--- src/rtl/keypad_pkg.sv ---
// Shared definitions for the 4x4 keypad scanner: FSM encoding, column strobe
// patterns, index width and small line-decoding helpers.
package keypad_pkg;

  localparam int unsigned IDX_W = 2;

  typedef logic [1:0] state_t;

  localparam state_t ST_SCAN     = 2'd0;
  localparam state_t ST_DEBOUNCE = 2'd1;
  localparam state_t ST_PRESSED  = 2'd2;
  localparam state_t ST_RELEASE  = 2'd3;

  localparam logic [3:0] COL0       = 4'b1110;
  localparam logic [3:0] COL1       = 4'b1101;
  localparam logic [3:0] COL2       = 4'b1011;
  localparam logic [3:0] COL3       = 4'b0111;
  localparam logic [3:0] LINES_IDLE = 4'b1111;

  // True when exactly one line of an active-low group is pulled low.
  function automatic logic one_zero(input logic [3:0] v);
    case (v)
      COL0, COL1, COL2, COL3: return 1'b1;
      default:                return 1'b0;
    endcase
  endfunction

  function automatic logic [IDX_W-1:0] zero_idx(input logic [3:0] v);
    case (v)
      COL1:    return 2'd1;
      COL2:    return 2'd2;
      COL3:    return 2'd3;
      default: return 2'd0;
    endcase
  endfunction

  function automatic logic [3:0] next_col(input logic [3:0] c);
    return {c[2:0], c[3]};
  endfunction

endpackage

--- src/rtl/keypad_scanner_if.sv ---
// Keypad-side and consumer-side signals of the scanner, grouped as one bundle.
interface keypad_scanner_if;
  logic [3:0]  row;
  logic [3:0]  col;
  logic [3:0]  key_code;
  logic        key_valid;
  logic        key_held;
  logic [15:0] data_out;

  modport master (
    input  row,
    output col, key_code, key_valid, key_held, data_out
  );

  modport slave (
    output row,
    input  col, key_code, key_valid, key_held, data_out
  );
endinterface

--- src/rtl/keypad_tick_gen.sv ---
// Free-running divider producing a one-clk scan tick every 2^N cycles.
module keypad_tick_gen #(
  parameter int unsigned N = 10
) (
  input  logic clk,
  input  logic rst_n,
  output logic tick
);

  logic [N-1:0] cnt_q;

  always_ff @(posedge clk) begin
    if (!rst_n) cnt_q <= '0;
    else        cnt_q <= cnt_q + 1'b1;
  end

  assign tick = (cnt_q == '1);

endmodule

--- src/rtl/keypad_scanner.sv ---
// 4x4 matrix keypad scanner: column strobing, row synchronisation, debounced
// press/release FSM and a four-deep history of accepted key codes.
module keypad_scanner
  import keypad_pkg::*;
#(
  parameter int unsigned N         = 10,
  parameter int unsigned DEB_TICKS = 4
) (
  input  logic             clk,
  input  logic             rst_n,
  keypad_scanner_if.master kp
);

  localparam int unsigned DEB_W = $clog2(DEB_TICKS + 1);

  logic             tick;
  logic [3:0]       rs_meta_q, rs_q;
  state_t           state_q, state_d;
  logic [3:0]       col_q, col_d;
  logic [3:0]       ref_q, ref_d;
  logic [DEB_W-1:0] deb_q, deb_d, deb_inc;
  logic [3:0]       code_q, code_d, new_code;
  logic             valid_q, valid_d;
  logic             held_q, held_d;
  logic [15:0]      data_q, data_d;

  keypad_tick_gen #(.N(N)) u_tick (
    .clk   (clk),
    .rst_n (rst_n),
    .tick  (tick)
  );

  always_ff @(posedge clk) begin
    if (!rst_n) begin
      rs_meta_q <= LINES_IDLE;
      rs_q      <= LINES_IDLE;
    end else begin
      rs_meta_q <= kp.row;
      rs_q      <= rs_meta_q;
    end
  end

  assign deb_inc  = deb_q + 1'b1;
  assign new_code = {zero_idx(ref_q), zero_idx(col_q)};

  always_comb begin
    state_d = state_q;
    col_d   = col_q;
    ref_d   = ref_q;
    deb_d   = deb_q;
    code_d  = code_q;
    valid_d = 1'b0;
    held_d  = held_q;
    data_d  = data_q;
    if (tick) begin
      case (state_q)
        ST_SCAN: begin
          // Multi-key (ghosting) patterns fall through to rotation like idle.
          if (one_zero(rs_q)) begin
            ref_d   = rs_q;
            deb_d   = DEB_W'(1);
            state_d = ST_DEBOUNCE;
          end else begin
            col_d = next_col(col_q);
          end
        end
        ST_DEBOUNCE: begin
          if (rs_q == ref_q) begin
            deb_d = deb_inc;
            if (deb_inc >= DEB_W'(DEB_TICKS)) begin
              state_d = ST_PRESSED;
              code_d  = new_code;
              valid_d = 1'b1;
              held_d  = 1'b1;
              data_d  = {data_q[11:0], new_code};
            end
          end else begin
            state_d = ST_SCAN;
          end
        end
        ST_PRESSED: begin
          if (rs_q == LINES_IDLE) begin
            deb_d   = DEB_W'(1);
            state_d = ST_RELEASE;
          end
        end
        ST_RELEASE: begin
          if (rs_q == LINES_IDLE) begin
            deb_d = deb_inc;
            if (deb_inc >= DEB_W'(DEB_TICKS)) begin
              state_d = ST_SCAN;
              held_d  = 1'b0;
              col_d   = next_col(col_q);
            end
          end else begin
            state_d = ST_PRESSED;
          end
        end
        default: state_d = ST_SCAN;
      endcase
    end
  end

  always_ff @(posedge clk) begin
    if (!rst_n) begin
      state_q <= ST_SCAN;
      col_q   <= COL0;
      ref_q   <= LINES_IDLE;
      deb_q   <= '0;
      code_q  <= '0;
      valid_q <= 1'b0;
      held_q  <= 1'b0;
      data_q  <= '0;
    end else begin
      state_q <= state_d;
      col_q   <= col_d;
      ref_q   <= ref_d;
      deb_q   <= deb_d;
      code_q  <= code_d;
      valid_q <= valid_d;
      held_q  <= held_d;
      data_q  <= data_d;
    end
  end

  assign kp.col       = col_q;
  assign kp.key_code  = code_q;
  assign kp.key_valid = valid_q;
  assign kp.key_held  = held_q;
  assign kp.data_out  = data_q;

endmodule

--- src/flat_wrapper.sv ---
// flat-port wrapper written by rule: the top's interface ports become plain ports
module keypad_scanner_flat import keypad_pkg::*;
#(
  parameter int unsigned N         = 10,
  parameter int unsigned DEB_TICKS = 4
)
  (clk, rst_n, kp_row, kp_col, kp_key_code, kp_key_valid, kp_key_held, kp_data_out);
  keypad_scanner_if kp_i ();
  input  logic clk;
  input  logic rst_n;
  input wire logic [$bits(kp_i.row)-1:0] kp_row;
  output wire logic [$bits(kp_i.col)-1:0] kp_col;
  output wire logic [$bits(kp_i.key_code)-1:0] kp_key_code;
  output wire logic [$bits(kp_i.key_valid)-1:0] kp_key_valid;
  output wire logic [$bits(kp_i.key_held)-1:0] kp_key_held;
  output wire logic [$bits(kp_i.data_out)-1:0] kp_data_out;
  assign kp_i.row = kp_row;
  assign kp_col = kp_i.col;
  assign kp_key_code = kp_i.key_code;
  assign kp_key_valid = kp_i.key_valid;
  assign kp_key_held = kp_i.key_held;
  assign kp_data_out = kp_i.data_out;
  keypad_scanner #(.N(N), .DEB_TICKS(DEB_TICKS)) u_core (.clk(clk), .rst_n(rst_n), .kp(kp_i));
endmodule
--- config.mk ---
export PLATFORM = sky130hd
export DESIGN_NAME = keypad_scanner_flat
export DESIGN_NICKNAME = d
export VERILOG_FILES = /design/src/rtl/keypad_pkg.sv /design/src/rtl/keypad_scanner_if.sv /design/src/rtl/keypad_tick_gen.sv /design/src/rtl/keypad_scanner.sv /design/src/flat_wrapper.sv
export SDC_FILE = /design/constraint.sdc
export NUM_CORES = 1
export LEC_CHECK = 0
export CAP_MARGIN = 25
export CORE_MARGIN = 8
export CORE_UTILIZATION = 30
export CTS_CLUSTER_SIZE = 14
export DETAILED_ROUTE_END_ITERATION = 6
export GPL_ROUTABILITY_DRIVEN = 0
export PLACE_DENSITY = 0.49
export RECOVER_POWER = 50
export SYNTH_ARGS = -nofsm -noshare
export SYNTH_HDL_FRONTEND = slang
export SYNTH_HIERARCHICAL = 1
export SYNTH_SLANG_ARGS = --single-unit
--- constraint.sdc ---
create_clock -name clk -period 2.85 [get_ports clk]
set_clock_uncertainty 0.2 [all_clocks]
set_input_delay 0.285 -clock clk [delete_from_list [all_inputs] [get_ports clk]]
set_output_delay 0.285 -clock clk [all_outputs]
set_load 0.05 [all_outputs]
==> impl_metrics.env <==
export IMPL_fin_nets=268
export IMPL_remaining_drc_errors=0
export IMPL_cts_tree="built"
export IMPL_synthXorXnorAreaFrac_pct=6.15
export IMPL_final_common_cell="dfxtp_1"
export IMPL_rows=30
export IMPL_synth_compound_area_share_pct=12.5
export IMPL_hold_violations=0
export IMPL_syn_area_um2=2120
export IMPL_dpl_instance_area_um2=2460
export IMPL_start_util_pct=31.0
export IMPL_first_iter_violations=35
export IMPL_nFillCells=720
export IMPL_grt_pass1_wl_um=7000
export IMPL_clock_sinks=49
export IMPL_synth_area_leader_cell="dfxtp_1"
export IMPL_rsz0062_at_grt="no"
export IMPL_start_kind="flop"
export IMPL_die_width_um=100
export IMPL_path_max_fanout=18
export IMPL_final_cell_mix="49 x dfxtp_1, 48 x nand2_1, 23 x a21oi_1"
export IMPL_vias=1651
export IMPL_drtPass1Iterations=4
export IMPL_power_density_nw_per_um2=488
export IMPL_ir_drop_uv=259
export IMPL_drtAntennaViolNets=0
export IMPL_power_total_w=0.00126
export IMPL_min_path_type="reg2reg"
export IMPL_ys_seq_elements=49
export IMPL_slew_headroom_pct=23.7
export IMPL_outcome="finished, final reports clean"
export IMPL_synth_top_family_by_area="simple AND/OR/NAND/NOR gates"
export IMPL_clk_latency_ns=0.29
export IMPL_ctsHoldBuffers=0
export IMPL_antenna_found_initial=0
export IMPL_clock_root_buffer="clkbuf_8"
export IMPL_period_needed_ns=2.49
export IMPL_area_delta_synth_final_pct=21.9
export IMPL_max_freq_mhz=402
export IMPL_place_detailed_hpwl_um=2920
export IMPL_synth_top_area_share_pct=46.3
export IMPL_antennaDiodeCount=0
export IMPL_core_um2=6830
export IMPL_clockBufferDepth=2
export IMPL_ctsHtreeMaxLevel=2
export IMPL_die_area_um2=10000
export IMPL_clk_pin_slew_ns=0.09
export IMPL_muxShareOfSynthArea_pct=5.20
export IMPL_synth_simple_area_share_pct=23.3
export IMPL_avgRoutedWirePerCell_um=11.7
export IMPL_drv_max_cap_violation_count=0
export IMPL_routed_wl_um=4180
export IMPL_ys_types=42
export IMPL_fin_area_um2=2580
export IMPL_via_per_inst=4.62
export IMPL_tightest_slew_ns=1.14
export IMPL_gr_total_overflow=0
export IMPL_synthCells=237
export IMPL_critPathCaptureType="flop"
export IMPL_grt_pass1_vias=1499
export IMPL_cts_resized=0
export IMPL_seq_area_frac_synth_pct=46.3
export IMPL_boundaryPins=32
export IMPL_syn_area_per_cell_um2=8.93
export IMPL_maxSlewViolCount=0
export IMPL_setup_tns_ns=0
export IMPL_setup_viol=0
export IMPL_ys_top_cells_by_area="dfxtp_1 46%, nand2_1 8.5%, a21oi_1 5.4%, mux2i_1 5.2%, nand2b_1 3.8%"
export IMPL_syn_nets=245
export IMPL_synth_warnings=6
export IMPL_critPathArrivalTime_ns=2.43
export IMPL_critPathRequiredTime_ns=2.80
export IMPL_grt_max_degree=29
export IMPL_fin_crit_sh_pct=87.2
export IMPL_p_leak_nw=0.930
export IMPL_die_h_um=100
export IMPL_cts_setup_buffers=0
export IMPL_synth_fa_ha_area_share_pct=1.18
export IMPL_port_buffers=31
export IMPL_drive_gt1_share_pct=6.90
export IMPL_crit_type="reg2reg"
export IMPL_cts_buffers=5
export IMPL_grt_usage_pct=8.46
state kept, by name, summed over array words and instances, names as in the netlist:
signal               cells
u_core/kp.data_out      13
u_core/u_tick/cnt_q     10
u_core/kp.col            4
u_core/ref_q             4
u_core/rs_meta_q         4
u_core/rs_q              4
u_core/deb_q             3
u_core/kp.key_code       3
u_core/state_q           2
u_core/kp.key_held       1
u_core/kp.key_valid      1
routing by layer:
metal	wire length [µm]	global-route usage, %	part of all wire (%)
met5	0	0	0
met4	44	3.14	1.1
met1	2020	10.4	48
met3	304	3.39	7.3
met2	1810	12.9	43
area by class of cell:
class                      count  area, µm²  area share (%)
timing repair buffer          33        322            12.5
clock buffer                   6       82.6            3.20
tap                           96        120            4.66
multi-input combinational    167       1020            39.6
clock inverter                 2       37.5            1.45
inverter                       4       15.0           0.582
sequential                    49        981            38.0
worst paths after layout:
path                                from               endpoint  slack, ns  cells past startpoint
hold reg to reg      u_core/rs_meta_q[1]         u_core/rs_q[1]       0.21                      1
hold / removal       u_core/rs_meta_q[1]         u_core/rs_q[1]       0.21                      1
setup reg to reg  u_core/u_tick/cnt_q[0]  u_core/kp.data_out[3]       0.36                      7
setup / recovery  u_core/u_tick/cnt_q[0]  u_core/kp.data_out[3]       0.36                      7
logic make-up (layout without fill, tap and decap cells):
| family | Yosys count | count (layout) |
|---|---|---|
| xor+xnor | 14 | 14 |
| fa+ha+maj | 2 | 2 |
| buf+inv | 21 | 45 |
| flops | 49 | 49 |
| compound gates | 42 | 42 |
| simple gates | 98 | 98 |
| mux | 11 | 11 |
per-stage QoR:
step / setup slack (ns) / cells / utilization (%) / hold WS (ns)
2_1_floorplan: 0.688 / 237 / - / 0.186
6_report: 0.365 / 357 / 37.8 / 0.214
5_1_grt: 0.260 / 357 / 37.8 / 0.234
3_5_place_dp: 0.400 / 349 / 36.1 / 0.192
3_3_place_gp: 0.460 / 349 / 36.1 / 0.192
4_1_cts: 0.378 / 357 / 37.8 / 0.215
where the power goes:
part | switching, W | internal (W) | total, W
Combinational | 0.0000283 | 0.0000211 | 0.0000494
Clock | 0.000221 | 0.000285 | 0.000507
Sequential | 0.00000971 | 0.000693 | 0.000703
worst max-delay path: stages, from the launching register on:
cell,delay (ns)
dfxtp_1,0.39
ha_1,0.23
and4_2,0.26
and3_1,0.24
nand3_2,0.13
or3_1,0.65
nand2_1,0.16
a21oi_1,0.07
synthesized netlist by cell type (all sizes together):
library cell  instances
o311a                 1
nand4                 9
and4                  2
o211a                 1
xor2                  7
o22ai                 1
nand4b                2
dfxtp                49
o22a                  1
a221oi                1
ha                    2
nor3                  3
buf                  11
a31oi                 1
o2111ai               1
nand3                 6
and3                  1
mux2i                11
nand2b               13
xnor2                 7
o221ai                1
or3                   2
nand2                48
nor4                  1
o21a                  3
and2                  1
a21oi                23
a21o                  1
clkbuf                6
or4                   1
inv                   4
o31ai                 2
o21ai                 5
nor2                  9
No activity file was read; power rests on OpenSTA's default activity.
